## src/rtl/meta_update_queue.sv

```systemverilog
`default_nettype none
// +----------------------------------------------------------------------------+
// | Module      : meta_update_queue                                            |
// | Description : In-order branch tracking queue that issues one registered    |
// |               tournament meta-table update per resolved branch. Define     |
// |               META_FILTER_EN to update only on global/local disagreement.  |
// | Revision    : 1.0 - initial release                                        |
// +----------------------------------------------------------------------------+
module meta_update_queue #(
    parameter int DEPTH = 8,
    parameter int IDX_W = 10
) (
    input  logic             clk,
    input  logic             rst,
    input  logic             alloc,
    input  logic [IDX_W-1:0] alloc_idx,
    input  logic             alloc_global_pred,
    input  logic             alloc_local_pred,
    input  logic             alloc_chosen_pred,
    output logic             alloc_ready,
    input  logic             resolve,
    input  logic             resolve_taken,
    input  logic             flush,
    output logic             write,
    output logic [IDX_W-1:0] actual_outcome_idx,
    output logic             global_outcome,
    output logic             local_outcome,
    output logic             mispredict,
    output logic [15:0]      misp_count,
    output logic             resolve_err
);

    localparam int              PTR_W    = $clog2(DEPTH);
    localparam logic [PTR_W:0]  FULL_CNT = (PTR_W + 1)'(DEPTH);

    logic [IDX_W-1:0] idx_mem [DEPTH];
    logic [DEPTH-1:0] gp_mem;
    logic [DEPTH-1:0] lp_mem;
    logic [DEPTH-1:0] cp_mem;

    logic [PTR_W-1:0] head_q, head_d;
    logic [PTR_W-1:0] tail_q, tail_d;
    logic [PTR_W:0]   count_q, count_d;
    logic [15:0]      misp_count_q, misp_count_d;
    logic             write_q;
    logic [IDX_W-1:0] idx_q;
    logic             gout_q;
    logic             lout_q;
    logic             misp_q;
    logic             err_q;

    logic w_full;
    logic w_alloc;
    logic w_pop;
    logic w_g_ok;
    logic w_l_ok;
    logic w_misp;
    logic w_wr;

    assign w_full  = (count_q == FULL_CNT);
    assign w_alloc = alloc && !w_full && !flush;
    assign w_pop   = resolve && (count_q != '0);
    assign w_g_ok  = (gp_mem[head_q] == resolve_taken);
    assign w_l_ok  = (lp_mem[head_q] == resolve_taken);
    assign w_misp  = w_pop && (cp_mem[head_q] != resolve_taken);

`ifdef META_FILTER_EN
    // Agreeing predictors carry no information for the chooser.
    assign w_wr = w_pop && (w_g_ok != w_l_ok);
`else
    assign w_wr = w_pop;
`endif

    always_comb begin
        head_d       = head_q;
        tail_d       = tail_q;
        count_d      = count_q;
        misp_count_d = misp_count_q;
        if (w_misp && (misp_count_q != 16'hFFFF)) begin
            misp_count_d = misp_count_q + 16'd1;
        end
        // The same-cycle resolve has already been consumed when flush clears state.
        if (flush) begin
            head_d  = '0;
            tail_d  = '0;
            count_d = '0;
        end else begin
            if (w_pop) begin
                head_d = head_q + 1'b1;
            end
            if (w_alloc) begin
                tail_d = tail_q + 1'b1;
            end
            count_d = count_q + (PTR_W + 1)'(w_alloc) - (PTR_W + 1)'(w_pop);
        end
    end

    always_ff @(posedge clk) begin
        if (w_alloc) begin
            idx_mem[tail_q] <= alloc_idx;
            gp_mem[tail_q]  <= alloc_global_pred;
            lp_mem[tail_q]  <= alloc_local_pred;
            cp_mem[tail_q]  <= alloc_chosen_pred;
        end
    end

    always_ff @(posedge clk or posedge rst) begin
        if (rst) begin
            head_q       <= '0;
            tail_q       <= '0;
            count_q      <= '0;
            misp_count_q <= '0;
            write_q      <= 1'b0;
            idx_q        <= '0;
            gout_q       <= 1'b0;
            lout_q       <= 1'b0;
            misp_q       <= 1'b0;
            err_q        <= 1'b0;
        end else begin
            head_q       <= head_d;
            tail_q       <= tail_d;
            count_q      <= count_d;
            misp_count_q <= misp_count_d;
            write_q      <= w_wr;
            misp_q       <= w_misp;
            if (w_wr) begin
                idx_q  <= idx_mem[head_q];
                gout_q <= w_g_ok;
                lout_q <= w_l_ok;
            end
            if (resolve && (count_q == '0)) begin
                err_q <= 1'b1;
            end
        end
    end

    assign alloc_ready        = !w_full;
    assign write              = write_q;
    assign actual_outcome_idx = idx_q;
    assign global_outcome     = gout_q;
    assign local_outcome      = lout_q;
    assign mispredict         = misp_q;
    assign misp_count         = misp_count_q;
    assign resolve_err        = err_q;

endmodule
`default_nettype wire

```

## config.mk

```make
export PLATFORM = sky130hd
export DESIGN_NAME = meta_update_queue
export DESIGN_NICKNAME = d
export VERILOG_FILES = /design/src/rtl/meta_update_queue.sv
export SDC_FILE = /design/constraint.sdc
export NUM_CORES = 1
export LEC_CHECK = 0
export CORE_MARGIN = 2
export CORE_UTILIZATION = 26
export CTS_BUF_LIST = sky130_fd_sc_hd__clkbuf_2 sky130_fd_sc_hd__clkbuf_4 sky130_fd_sc_hd__clkbuf_8
export DETAILED_ROUTE_END_ITERATION = 12
export PLACE_DENSITY = 0.5
export SYNTH_ARGS = -nofsm -noshare
export SYNTH_HDL_FRONTEND = slang
export SYNTH_SLANG_ARGS = --single-unit
```

## constraint.sdc

```tcl
create_clock -name clk -period 2.4 [get_ports clk]
set_clock_uncertainty 0.1 [all_clocks]
set_input_delay 0.48 -clock clk [delete_from_list [all_inputs] [get_ports clk]]
set_output_delay 0.48 -clock clk [all_outputs]
set_load 0.02 [all_outputs]
```

; Yosys cells after proc, flatten, opt, wreduce, memory -nomap -nowiden
; Memories as Yosys holds them, arrays and structs flattened. A register that Yosys moved wholly into a read port is not among the register bits.
; Cells that the tools add are included.
[classes]
addsub = 5
order_cmp = 3
eq_ne = 5
mux = 18
n_reduce_logical = 13
[op_table]
columns = op, count
row1 = bitwise mux 8 bit, 3
row2 = "adder 16 x 1 -> 16 bit, second input constant", 1
row3 = "inequality test 16 bit, second input constant", 1
row4 = two-way mux 3 bit, 4
row5 = binary-select mux 1 bit (select 3 bit), 3
row6 = "< comparator 3 x 4 -> 1 bit, second input constant", 2
row7 = logical AND 1 bit, 7
row8 = "adder 3 x 1 -> 3 bit, second input constant", 2
row9 = two-way mux 1 bit, 6
row10 = adder 4 x 1 -> 4 bit, 1
row11 = "equality test 4 bit, second input constant", 1
row12 = zero test 4 bit, 1
row13 = two-way mux 4 bit, 1
row14 = nonzero test 2 bit, 2
row15 = nonzero test 4 bit, 1
row16 = subtractor 4 x 1 -> 4 bit, 1
row17 = demux 1 bit (select 3 bit), 1
row18 = "greater-or-equal comparator 3 x 1 -> 1 bit, second input constant", 1
row19 = equality test 1 bit, 2
row20 = zero test 1 bit, 2
row21 = inequality test 1 bit, 1
[word_totals]
register_bits = 55
ram_bits = 80
in_bits = 19
output_inout_bits = 32
elab_cells = 57
n_memories = 1
[memory_table]
columns = memory, words, width, read_ports, rd_clocked_by_memory_dff, write_ports, line_no
row1 = idx_mem, 8, 10, 1, 1, 1, 36  ; logic [IDX_W-1:0] idx_mem [DEPTH];

; Longest topological paths before layout
; Gate-level depths: netlist of the first run.
[logic_depth]
depth_word = 7
depth_mapped = 13
mapped_depth_nobuf = 13

; Least setup slack after synthesis of the first run
; Ideal clock, no wire load.
[synth_timing]
path_kind = register to register
start = reg count_q[2]
end = reg cp_mem[0], enable pin
setup_time_ns = 0.400
arrival_ns = 2.250
required_time_ns = 1.900
path_slack_ns = -0.350
path_stages_with_launch = 7
n_path_buf = 0
synth_period_minus_slack_ns = 2.750
path_cell_list = dfrtp_1 -> inv_1 -> ha_1 -> or3b_2 -> nand2_1 -> or3_1 -> nor3_1
[synth_between]
elab_chain_cells = 4
[synth_lines]
columns = element, line_no
row1 = "start, declared", 43  ; logic [PTR_W:0] count_q, count_d;
row2 = "start signal, assigned", 122  ; count_q <= count_d;
row3 = equality test 4 bit, 60  ; assign w_full = (count_q == FULL_CNT);
row4 = zero test 1 bit, -
row5 = net alloc_ready, 20  ; output logic alloc_ready,
row6 = logical AND 1 bit (2 in series), 61  ; assign w_alloc = alloc && !w_full && !flush;
row7 = "end signal, assigned by index", 103  ; cp_mem[tail_q] <= alloc_chosen_pred;
row8 = "end, declared", 39  ; logic [DEPTH-1:0] cp_mem;
; The timed path passes the listed nets, and every way through them passes these cells.
; A chain may end at the register's enable or synchronous reset.

; Worst setup path after layout of the first run
[layout_timing]
start = reg count_q[2]
end = reg count_q[1]
[layout_between]
elab_chain_cells = 7
elab_cells_between_ends = 9
cone_classes = 2 x add/sub / 1 x eq/ne / 1 x mux / 5 x reduce/logical
[layout_lines]
columns = element, line_no
row1 = equality test 4 bit, 60
row2 = zero test 1 bit, 61
row3 = logical AND 1 bit (2 in series), 61
row4 = adder 4 x 1 -> 4 bit, 94  ; count_d = count_q + (PTR_W + 1)'(w_alloc) - (PTR_W + 1)'(w_pop);
row5 = subtractor 4 x 1 -> 4 bit *, 94
row6 = two-way mux 4 bit *, 83  ; if (flush) begin
row7 = net count_d[1], 43
; Mark *: on every way through the listed nets, which the timed path passes. The rest lies on a longest branch.

==> results of run 1 <==
-- flip-flops by register name, summed over array words and instances, names as in the netlist --
| signal | cells |
|---|---|
| misp_count | 16 |
| actual_outcome_idx | 10 |
| tail_q | 3 |
| global_outcome | 1 |
| mispredict | 1 |
| lp_mem | 8 |
| resolve_err | 1 |
| cp_mem | 8 |
| head_q | 3 |
| local_outcome | 1 |
| count_q | 4 |
| write | 1 |
| idx_mem | 80 |
| gp_mem | 8 |
-- worst paths after layout --
kind,end,from
max in group asynchronous,head_q[0],rst
min reg2reg,resolve_err,resolve_err
max reg2reg,count_q[1],count_q[2]
min in group clk,resolve_err,resolve_err
max,count_q[1],count_q[2]
min,resolve_err,rst
-- synth_stat cells, types with 2 or more instances --
cell type / count
sky130_fd_sc_hd__edfxtp_1: 104
sky130_fd_sc_hd__dfrtp_1: 41
sky130_fd_sc_hd__nand2_1: 27
sky130_fd_sc_hd__mux4_2: 26
sky130_fd_sc_hd__nor2_1: 16
sky130_fd_sc_hd__xnor2_1: 16
sky130_fd_sc_hd__mux2i_1: 12
sky130_fd_sc_hd__o21ai_0: 12
sky130_fd_sc_hd__nand3_1: 11
sky130_fd_sc_hd__ha_1: 9
sky130_fd_sc_hd__clkbuf_1: 8
sky130_fd_sc_hd__inv_1: 8
sky130_fd_sc_hd__nand4_1: 7
sky130_fd_sc_hd__and3_1: 5
sky130_fd_sc_hd__buf_2: 5
sky130_fd_sc_hd__nor3_1: 5
sky130_fd_sc_hd__a21oi_1: 4
sky130_fd_sc_hd__mux2_2: 4
sky130_fd_sc_hd__nand2b_1: 4
sky130_fd_sc_hd__xor2_1: 3
sky130_fd_sc_hd__nor2b_1: 2
-- metal layers --
metal,track usage (%),wire length (um)
met1,14.19,5864
met2,16.87,5645
met3,3.382,511
met4,3.204,121
met5,0,0
-- final cells by class --
cell class / instances / area, um^2 / share of cell area [%]
inverter: 9 / 33.78 / 0.4555
multi-input combinational: 176 / 1658 / 22.36
sequential: 145 / 4149 / 55.95
clock inverter: 15 / 155.1 / 2.092
tap: 280 / 350.3 / 4.724
clock buffer: 17 / 234.0 / 3.155
timing repair buffer: 80 / 835.8 / 11.27
-- metrics by stage --
stage,setup slack (ns),instances,power (mW),hold slack (ns),util [%]
finish,0.09451,722,7.105,0.2911,33.77
global placement,-0.1312,690,5.225,0.3529,31.79
global route,0.008056,722,7.509,0.2879,33.77
CTS,0.01219,722,7.190,0.2692,33.59
floorplan,0.009535,345,4.433,0.4454,-
detailed placement,-0.1644,690,5.260,0.3687,31.79
-- cells in the final DEF, fill, tap and decap left out, drive strengths merged, types with 5 or more instances in the layout --
master         count
nand4              7
nor2              16
nand3             11
nand2             27
dfrtp             41
inv               12
clkinv             7
and3               5
nor3               5
mux4              26
clkdlybuf4s50     49
xnor2             17
o21ai             12
edfxtp           104
buf               31
clkbuf            17
mux2i             13
ha                 9
-- cell families (layout without fill, tap and decap cells) --
group / count (synthesis) / in the layout / share of synthesized area [%]
flip-flops: 145 / 145 / 70.93
AND/OR/NAND/NOR: 82 / 82 / 6.674
multiplexers: 43 / 43 / 13.07
buffers and inverters: 24 / 121 / 1.775
AO/OA/AOI/OAI: 21 / 21 / 2.161
XOR/XNOR: 20 / 20 / 3.123
adder cells (fa/ha/maj): 10 / 10 / 2.267
-- where the power goes --
group	internal (mW)	leakage, nW	switching [mW]
combinational	1.05	0.893	1.02
clock	0.930	0.190	0.963
sequential	2.95	1.47	0.194
total	4.92	2.55	2.18
-- worst min-delay path: cells and delay by family --
family / cells / cell delay [ns]
buf+inv: 3 / 0.72
-- what timing repair did --
| item | in CTS | in global routing |
|---|---|---|
| endpoints found under the setup margin | 4 | 4 |
| setup buffers | 0 | 0 |
| resized for setup | 8 | 11 |
| pin swaps | 0 | 3 |
==> results.md, run 1 <==
Status:
- The flow ran to the end, and the final reports show no timing, DRC or antenna violations.

Timing:
- Setup repair after global routing left no endpoint under its margin.
- The worst max-slew margin expressed relative to the limit is 74.44%.
- The hold violation count in the final report is 0.
- The max-slew violation count is 0.
- The final critical-path required period is 2.305 ns.
- The part of the cycle the worst path needs is 96.06%.
- The highest attainable clock frequency is 433.7 MHz.
- Setup violations remaining at the end of the flow were counted as 0.
- The transition time at the pin with the least slew margin is 0.3815 ns.
- The setup TNS after final layout is 0 ns.

Drt:
- In the routed layout, each cell is associated on average with a via count of 4.428.
- The number of DRC violations after detailed routing is 0.
- In the final routed layout, each cell accounts on average for 16.82 um.
- The final layout contains routed wiring with a total length of 12140 um.
- The via total after detailed routing is 3197.
- The antenna violation net count after detailed routing is 0.
- The first detailed-routing pass ran for 5 iterations.
- The DRC violation total after the first TritonRoute iteration is 218.

Global route:
- The number of antenna violations at the first check in global routing is 0.
- The number of global-route vias before repair is 3271.
- The global router's overall resource usage is 10.71%.
- The total grt overflow is 0.
- The wire length of the first global-routing pass is 18770 um.
- Entering global routing, the biggest net connects 42 pins.

Clock network:
- The TritonCTS buffer count is 17.
- The latest clock arrival within the worst-skew pair is 0.44 ns.
- The cell at the root of the clock tree is sky130_fd_sc_hd__clkbuf_8.
- The clock slew at the register clock pins of the worst setup and hold paths is 0.08 ns.
- The total number of clock tree sinks is 145.
- The worst-case clock buffer depth is 2.
- TritonCTS built the clock tree.
- The number of H-tree levels is 4.
- Hold repair after CTS inserted 0 buffers.

Die:
- The number of placement rows is 54.
- The initial core utilization is 26.64%.
- 51 I/O pins were placed.
- The die covers 23710 um^2.
- The horizontal die dimension is 154.0 um.
- In this run the vertical extent of the chip is 154.0 um.
- The placeable core area is 21960 um^2.

Pwr:
- The leakage dissipation is 2.550 nW.
- Dividing total power by cell area gives a power density of 958.1 nW/um^2.
- The maximum resistive drop on vdd is 366.5 uV.

Synthesis:
- Sorting the synthesized cells by area gives the leading types as sky130_fd_sc_hd__edfxtp_1 53%, sky130_fd_sc_hd__dfrtp_1 18%, sky130_fd_sc_hd__mux4_2 10%.
- The number of nets in the synthesized netlist is 374.
- In this run, distinct cell masters in the synthesized netlist total 37.
- The Yosys warning count is 0.
- The fraction of synthesis flops using an asynchronous set or reset pin is 28.28%.
- Among all flip-flop cells after synthesis, the most frequent one is sky130_fd_sc_hd__edfxtp_1.
- The cell count after synthesis came out at 345.
- Dividing the synthesized area by the synthesized cell count gives 16.95 um^2.
- The area share of the leading cell type in the synthesized netlist is 53.39%.
- The cell area after synthesis is 5849 um^2.
- The biggest area contributor in the post-synthesis netlist is sky130_fd_sc_hd__edfxtp_1.
- Summing the sequential cell areas from Yosys gives 70.93% of the chip area.
- The number of storage elements in the synthesis netlist is 145.
- Counting flops with a built-in enable in the synthesized netlist gives 104.

Worst setup path:
- In this run the register-to-register setup slack is 0.09 ns.
- The family with the most delay on the worst path is adder cells.
- The sum of buffers and inverters on the critical path is 3.
- At the worst endpoint, the arrival time is 2.54 ns.
- The largest fanout on the critical path is 2.
- The critical path goes through inv_2, ha_4, or3b_4, nand2_4, nor2_4, inv_2, ha_4, inv_1, ha_2, fa_1, nor2b_1.
- In this design, the stage delay of the slowest critical-path cell is 0.40 ns.
- The worst setup path is launched from a flip-flop.
- The category of the worst setup path capture point is a flip-flop.
- By startpoint and endpoint, the worst setup path is classified as flip-flop to flip-flop.
- For the worst flop-to-flop path, the logic depth is 11.
- The depth of the critical timing path with buffers and inverters included is 11.
- The data required time at the worst endpoint is 2.63 ns.
- The cell at the slowest stage of the critical path is sky130_fd_sc_hd__fa_1.

Placed design:
- The count of input and output buffers is 50.
- After legalization and detailed placement, the total HPWL measured 7621 um.
- The placed instance area is 6980 um^2.
- The final weighted congestion in routability-driven placement is 0.7627.

Finish:
- After the last flow step, the layout net total stands at 458.
- 0 antenna diodes ended up in the layout.
- The filler cells instantiated in the layout total 2112.
- In the final layout, the share of cells above drive strength 1 is 24.43%.
- Once layout is done, the placed cells without fillers occupy 7416 um^2.
- The area growth from synthesis to final layout is 26.78%.

Min path:
- In this run the worst hold path is classified as input port to asynchronous set/reset pin.

Flow run:
- The max-cap check violation count is 0.
(Power assumes the default switching activity.)
==> inputs of run 2 (changes only) <==
PLACE_DENSITY = 0.48   (was 0.5)
clock period = 2.95 ns   (was 2.4 ns; I/O delays follow)
==> results.md, run 2 (synthesized netlist as in run 1, its figures left out) <==
Status:
- The run finished with clean final reports.

Worst setup path:
- The data arrival time of the critical path is 2.12 ns (-0.42 ns).
- The sum of buffers and inverters on the critical path was 2 (-1).
- Walking the worst path, the cells encountered are inv_1, ha_1, or3b_2, clkdlybuf4s50_1.
- The data required time at the worst endpoint is 2.26 ns (-0.37 ns).
- The worst setup path is launched from a flip-flop.
- The cell at the slowest stage of the critical path is sky130_fd_sc_hd__clkdlybuf4s50_1.
- The largest fanout on the critical path was 4 (+2).
- The worst setup path is of the flip-flop to output port kind.
- Among cell families on the critical path, the largest total delay comes from buffers and inverters.
- The largest stage delay on the critical path is 0.58 ns (+0.18 ns).
- The minimum setup slack among reg-to-reg paths is 0.36 ns (+0.27 ns).
- STA classifies the critical path endpoint as an output port.

Timing:
- The hold violation count in the final report is 0 (unchanged).
- The final critical-path required period is 2.809 ns.
- The transition time at the pin with the least slew margin is 0.6805 ns (+0.2990 ns).
- Timing would allow up to 356.0 MHz.
- The setup TNS after final layout was 0 ns (unchanged).
- The count of final setup violators was 0 (unchanged).
- The max-slew violation count is 0 (unchanged).
- The final critical path takes up 95.22% of the cycle.
- Setup repair after global routing left no endpoint under its margin.
- The worst max-slew margin expressed relative to the limit was 54.57% (-20 points).

Finish:
- In the layout the commonest cells are 104 x sky130_fd_sc_hd__edfxtp_1, 50 x sky130_fd_sc_hd__clkdlybuf4s50_1, 40 x sky130_fd_sc_hd__dfrtp_1.
- The final-stage net count came to 447 (-2.4%).
- The top register by number of flip-flops is idx_mem.
- The count of antenna diodes in the layout is 0 (unchanged).
- The finished layout cell area is 7137 um^2 (-3.8%).
- Leaving out fill and tap cells, the most frequent cell in the layout is sky130_fd_sc_hd__edfxtp_1.
- The area growth from synthesis to layout is 22.01%.
- The number of flip-flops in the largest register is 80 (unchanged).
- The fraction of final layout cells with drive strength greater than 1 is 20.88% (-3.6 points).
- The non-filler instance count after layout is 711 (-1.5%).

Global route:
- The global router's overall resource usage came to 11.01% (+0.31 points).
- The number of global-route vias before repair came to 3358 (+2.7%).
- The number of antenna violations at the first check in global routing came to 0 (unchanged).
- The pin count of the biggest net entering global routing was 28 (-33%).
- The wire length of the first global-routing pass is 19380 um (+3.2%).
- The total grt overflow was 0 (unchanged).

Placed design:
- The placed cell count is 679 (-1.6%).
- The final weighted congestion in routability-driven placement is 0.7206 (-5.5%).
- The count of input and output buffers is 50 (unchanged).
- The half-perimeter wire length of the detailed placement result came to 7634 um (+0.18%).
- The placed instance area is 6784 um^2 (-2.8%).

Die:
- The number of I/O pins came to 51 (unchanged).
- The placeable core area is 21960 um^2 (unchanged).
- The initial core utilization is 26.64% (unchanged).
- The full die area was 23710 um^2 (unchanged).
- The number of placement rows is 54 (unchanged).
- The die outline height is 154.0 um (unchanged).
- The horizontal die dimension is 154.0 um (unchanged).

Flow run:
- The max-cap check violation count is 0 (unchanged).

Clock network:
- The number of buffers added to fix hold violations after cts is 0 (unchanged).
- The cell at the root of the clock tree is sky130_fd_sc_hd__clkbuf_8.
- The total number of clock tree sinks is 145 (unchanged).
- The clock tree from TritonCTS is yes.
- The clock slew at the register clock pins of the worst setup and hold paths is 0.08 ns (about the same).
- The TritonCTS buffer count is 17 (unchanged).
- The number of instances resized during post-cts repair was 0 (-8).
- The count of buffers added by post-CTS timing repair for setup is 0 (unchanged).
- The number of H-tree levels came to 4 (unchanged).
- The latest clock arrival within the worst-skew pair is 0.44 ns (about the same).
- The worst-case clock buffer depth is 2 (unchanged).

Pwr:
- The maximum resistive drop on vdd is 436.3 uV (+19%).
- The leakage dissipation came to 2.455 nW (-3.7%).
- The power per standard cell area was 772.4 nW/um^2 (-19%).

Drt:
- The antenna violation net count after detailed routing is 0 (unchanged).
- The total length of routed wires came to 12290 um (+1.2%).
- The via total after detailed routing is 3135 (-1.9%).
- The DRC violation total after the first TritonRoute iteration came to 210 (-3.7%).
- The routed wirelength normalized by instance count came to 17.28 um (+2.8%).
- The number of iterations in the first detailed-routing pass is 4 (-1).
- The ratio of routed vias to standard cells was 4.409 (-0.42%).
- The number of DRC violations after detailed routing is 0 (unchanged).

Min path:
- The path class of the tightest hold or removal check is flip-flop to flip-flop.
-- run 2: cell types whose count changed in the layout (fill, tap and decap cells not counted), sizes merged --
cell | before | now
buf | 31 | 19
bufinv | 2 | 0
clkbuf | 17 | 19
clkdlybuf4s50 | 49 | 50
clkinv | 7 | 8
clkinvlp | 3 | 2
-- run 2: cell type report --
| cell class | count | area [um^2] |
|---|---|---|
| multi-input combinational | 176 | 1607 |
| clock buffer | 19 | 249.0 |
| tap | 280 | 350.3 |
| fill | 2136 | 14820 |
| timing repair buffer | 69 | 643.1 |
| clock inverter | 13 | 103.9 |
| inverter | 9 | 33.78 |
| sequential | 145 | 4150 |
-- run 2: layer usage --
layer	vias to the layer above	share of wire, %	GRT usage, %
met2	58	49	18.24
li1	1454	-	-
met4	0	1.3	3.694
met3	10	4.3	3.439
met5	-	0	0
met1	1613	46	13.71
-- run 2: final timing paths --
kind | from | endpoint | cells past startpoint
worst min register to register | resolve_err | resolve_err | 1
max in group asynchronous | rst | global_outcome | 3
worst max-delay path | count_q[2] | alloc_ready | 4
worst min-delay path | resolve_err | resolve_err | 1
min in group asynchronous | rst | resolve_err | 2
worst max register to register | count_q[2] | count_q[1] | 11
-- run 2: stage by stage --
| step | total power, mW | hold WS (ns) | utilization, % | setup WS, ns |
|---|---|---|---|---|
| final | 5.512 | 0.3770 | 32.50 | 0.1411 |
| after global placement | 4.169 | 0.3522 | 30.89 | 0.2491 |
| after global routing | 5.854 | 0.4104 | 32.50 | 0.01452 |
| after detailed placement | 4.193 | 0.3663 | 30.89 | 0.2048 |
| after floorplan | 3.600 | 0.4454 | - | 0.2002 |
| after CTS | 5.612 | 0.3848 | 32.50 | 0.07312 |
-- run 2: power by group --
| part | internal, mW | leakage, nW | switching [mW] |
|---|---|---|---|
| clock network | 0.613 | 0.178 | 0.787 |
| registers | 2.40 | 1.47 | 0.137 |
| logic | 0.766 | 0.810 | 0.808 |
| total | 3.78 | 2.45 | 1.73 |
-- run 2: worst register-to-register path: stages, from the launching register on --
cell and delay, ns:
sky130_fd_sc_hd__dfrtp_1 0.37, sky130_fd_sc_hd__inv_1 0.10, sky130_fd_sc_hd__ha_1 0.14, sky130_fd_sc_hd__or3b_2 0.50, sky130_fd_sc_hd__nand2_1 0.16, sky130_fd_sc_hd__nor2_1 0.08, sky130_fd_sc_hd__inv_1 0.06, sky130_fd_sc_hd__ha_1 0.21
sky130_fd_sc_hd__inv_1 0.05, sky130_fd_sc_hd__ha_1 0.17, sky130_fd_sc_hd__fa_1 0.40, sky130_fd_sc_hd__nor2b_1 0.13
==> inputs of run 3 (changes only) <==
CELL_PAD_IN_SITES_DETAIL_PLACEMENT = 0   (was not set)
CELL_PAD_IN_SITES_GLOBAL_PLACEMENT = 1   (was not set)
PLACE_DENSITY = 0.53   (was 0.48)
==> results.md, run 3 (synthesized netlist as in run 1, its figures left out) <==
Status:
- The run finished with clean final reports.

Drt:
- The ratio of routed vias to standard cells is 4.386 (-0.53%).
- The DRC violation total after the first TritonRoute iteration is 136 (-35%).
- The total length of routed wires is 11960 um (-2.7%).
- The number of DRC violations after detailed routing came to 0 (unchanged).
- The number of iterations in the first detailed-routing pass is 4 (unchanged).
- The antenna violation net count after detailed routing is 0 (unchanged).
- The via total after detailed routing came to 3127 (-0.26%).
- The routed wirelength normalized by instance count is 16.77 um (-3.0%).

Global route:
- The global router's overall resource usage is 10.77% (-0.25 points).
- The total grt overflow is 0 (unchanged).
- The pin count of the biggest net entering global routing is 27 (-3.6%).
- The number of antenna violations at the first check in global routing is 0 (unchanged).
- The wire length of the first global-routing pass is 18890 um (-2.5%).
- The number of global-route vias before repair is 3275 (-2.5%).

Finish:
- The count of antenna diodes in the layout was 0 (unchanged).
- The area of combinational cells with multiple inputs is 1607 um^2 (unchanged).
- The final-stage net count is 449 (+0.45%).
- The top cell types in the final layout, fill and taps aside, are 104 x sky130_fd_sc_hd__edfxtp_1, 50 x sky130_fd_sc_hd__clkdlybuf4s50_1, 41 x sky130_fd_sc_hd__dfrtp_1.
- The storage element area came to 4149 um^2 (about the same).
- The area growth from synthesis to final layout is 22.82%.
- The count of filler cells inserted in the layout is 2130 (-0.28%).
- The commonest non-fill, non-tap cell in the layout is sky130_fd_sc_hd__edfxtp_1.
- The number of flip-flops in the largest register is 80 (unchanged).
- The fraction of final layout cells with drive strength greater than 1 is 21.02% (+0.13 points).
- The register with the most flip-flops in the final layout is idx_mem.

Die:
- The number of I/O pins is 51 (unchanged).
- The die outline height is 154.0 um (unchanged).
- The initial core utilization is 26.64% (unchanged).
- The full die area is 23710 um^2 (unchanged).
- The horizontal die dimension is 154.0 um (unchanged).
- The number of placement rows is 54 (unchanged).
- The placeable core area came to 21960 um^2 (unchanged).

Worst setup path:
- The cell family contributing the most delay on the critical path is buffers and inverters.
- The data arrival time of the critical path is 2.10 ns (-0.02 ns).
- The largest stage delay on the critical path was 0.56 ns (-0.02 ns).
- The worst setup path is of the flip-flop to output port kind.
- The sum of buffers and inverters on the critical path is 2 (unchanged).
- The category of the worst setup path capture point is an output port.
- The critical path goes through inv_1, ha_1, or3b_2, clkdlybuf4s50_1.
- The data required time at the worst endpoint came to 2.26 ns (about the same).
- The startpoint type of the worst setup path is a flip-flop.
- The cell at the slowest stage of the critical path is sky130_fd_sc_hd__clkdlybuf4s50_1.
- The largest fanout on the critical path is 4 (unchanged).

Clock network:
- The TritonCTS buffer count is 17 (unchanged).
- The cell at the root of the clock tree is sky130_fd_sc_hd__clkbuf_8.
- The worst-case clock buffer depth is 2 (unchanged).
- The number of instances resized during post-cts repair is 0 (unchanged).
- The clock tree from TritonCTS is yes.
- The number of buffers added to fix hold violations after cts is 0 (unchanged).
- The number of H-tree levels is 4 (unchanged).
- The total number of clock tree sinks is 145 (unchanged).
- The count of buffers added by post-CTS timing repair for setup is 0 (unchanged).
- The clock slew at the register clock pins of the worst setup and hold paths came to 0.07 ns (about the same).
- The latest clock arrival within the worst-skew pair was 0.43 ns (about the same).

Timing:
- The final setup slack of the worst path is 0.1632 ns (+0.02207 ns).
- The setup TNS after final layout is 0 ns (unchanged).
- The max-slew violation count was 0 (unchanged).
- The worst max-slew margin expressed relative to the limit is 64.67% (+10 points).
- The final critical-path required period is 2.787 ns (-0.02207 ns).
- The part of the cycle the worst path needs is 94.47% (-0.75 points).
- The final-layout worst hold slack is 0.3733 ns (-0.003739 ns).
- The count of final setup violators came to 0 (unchanged).
- Setup repair after global routing left no endpoint under its margin.
- The highest attainable clock frequency is 358.8 MHz (+0.79%).
- The hold violation count in the final report is 0 (unchanged).
- The transition time at the pin with the least slew margin is 0.5292 ns (-0.1513 ns).

Pwr:
- The switching power is 1.709 mW (-1.3%).
- The power per standard cell area is 782.4 nW/um^2 (+1.3%).
- The clock share of power was 26.5% (+1.1 points).
- The maximum resistive drop on vdd was 351.5 uV (-19%).
- The total power was 5.621 mW (+2.0%).
- The portion of total power attributed to combinational logic is 28.2% (-0.4 points).
- The proportion of total power due to net switching was 30.41% (-1.0 points).
- The sequential group share of total power is 45.3% (-0.7 points).
- The leakage dissipation came to 2.481 nW (+1.1%).
- The internal portion of total power is 3.912 mW (+3.5%).

Min path:
- The class of the most critical hold timing path is flip-flop to flip-flop.

Placed design:
- The final weighted congestion in routability-driven placement was 0.6927 (-3.9%).
- The half-perimeter wire length of the detailed placement result came to 7669 um (+0.46%).
- The pre-CTS setup slack came to 0.2101 ns (+0.005298 ns).
- The count of input and output buffers was 50 (unchanged).

Flow run:
- The max-cap check violation count was 0 (unchanged).
[run 3: changes by cell type in the layout (fill, tap and decap cells not counted)]
cell	delta
sky130_fd_sc_hd__bufinv_16	+1
sky130_fd_sc_hd__clkbuf_8	+2
sky130_fd_sc_hd__clkinv_4	-2
sky130_fd_sc_hd__clkbuf_4	-2
sky130_fd_sc_hd__dfrtp_2	-1
sky130_fd_sc_hd__inv_6	+1
sky130_fd_sc_hd__buf_4	+2
sky130_fd_sc_hd__dfrtp_1	+1
[run 3: final timing paths]
check	depth (start not counted)	slack, ns	endpoint	from
worst max-delay path	4	0.16	alloc_ready	count_q[2]
worst min-delay path	1	0.37	resolve_err	resolve_err
worst max register to register	11	0.36	count_q[1]	count_q[2]
worst min register to register	1	0.37	resolve_err	resolve_err
max in group asynchronous	3	1.76	misp_count[6]	rst
min in group asynchronous	2	0.42	count_q[3]	rst
[run 3: layout make-up]
| class | instances | share of cell area, % |
|---|---|---|
| clock inverters | 13 | 1.742 |
| flip-flops and latches | 145 | 57.75 |
| clock buffers | 19 | 3.640 |
| repair buffers | 71 | 9.161 |
| inverters | 9 | 0.4702 |
| well taps | 280 | 4.876 |
| multi-input cells | 176 | 22.36 |
[run 3: power groups by stage]
stage	combinational [mW]	sequential (mW)	clock, mW
CTS	1.63	2.55	1.55
floorplan	0.899	2.70	0
global placement	1.61	2.59	0
finish	1.59	2.54	1.49
detailed placement	1.63	2.59	0
global route	1.76	2.58	1.65
[run 3: per-stage QoR]
step,std cells,instance area (um^2),util [%]
finish,713,7184,32.72
CTS,713,7184,32.72
global route,713,7184,32.72
global placement,681,6798,30.96
detailed placement,681,6798,30.96
floorplan,345,5849,-
[run 3: metal layers]
layer / global-route usage, % / wire length (um)
met1: 13.19 / 5392
met3: 3.579 / 443
met4: 2.537 / 94
met2: 18.43 / 6025
met5: 0 / 0
[run 3: worst reg2reg max path: cells and delay by family (launching register included)]
| family | cells | cell delay [ns] |
|---|---|---|
| buffers and inverters | 3 | 0.22 |
| adder cells (fa/ha/maj) | 4 | 0.96 |
| flip-flops | 1 | 0.36 |
| AND/OR/NAND/NOR | 4 | 0.86 |
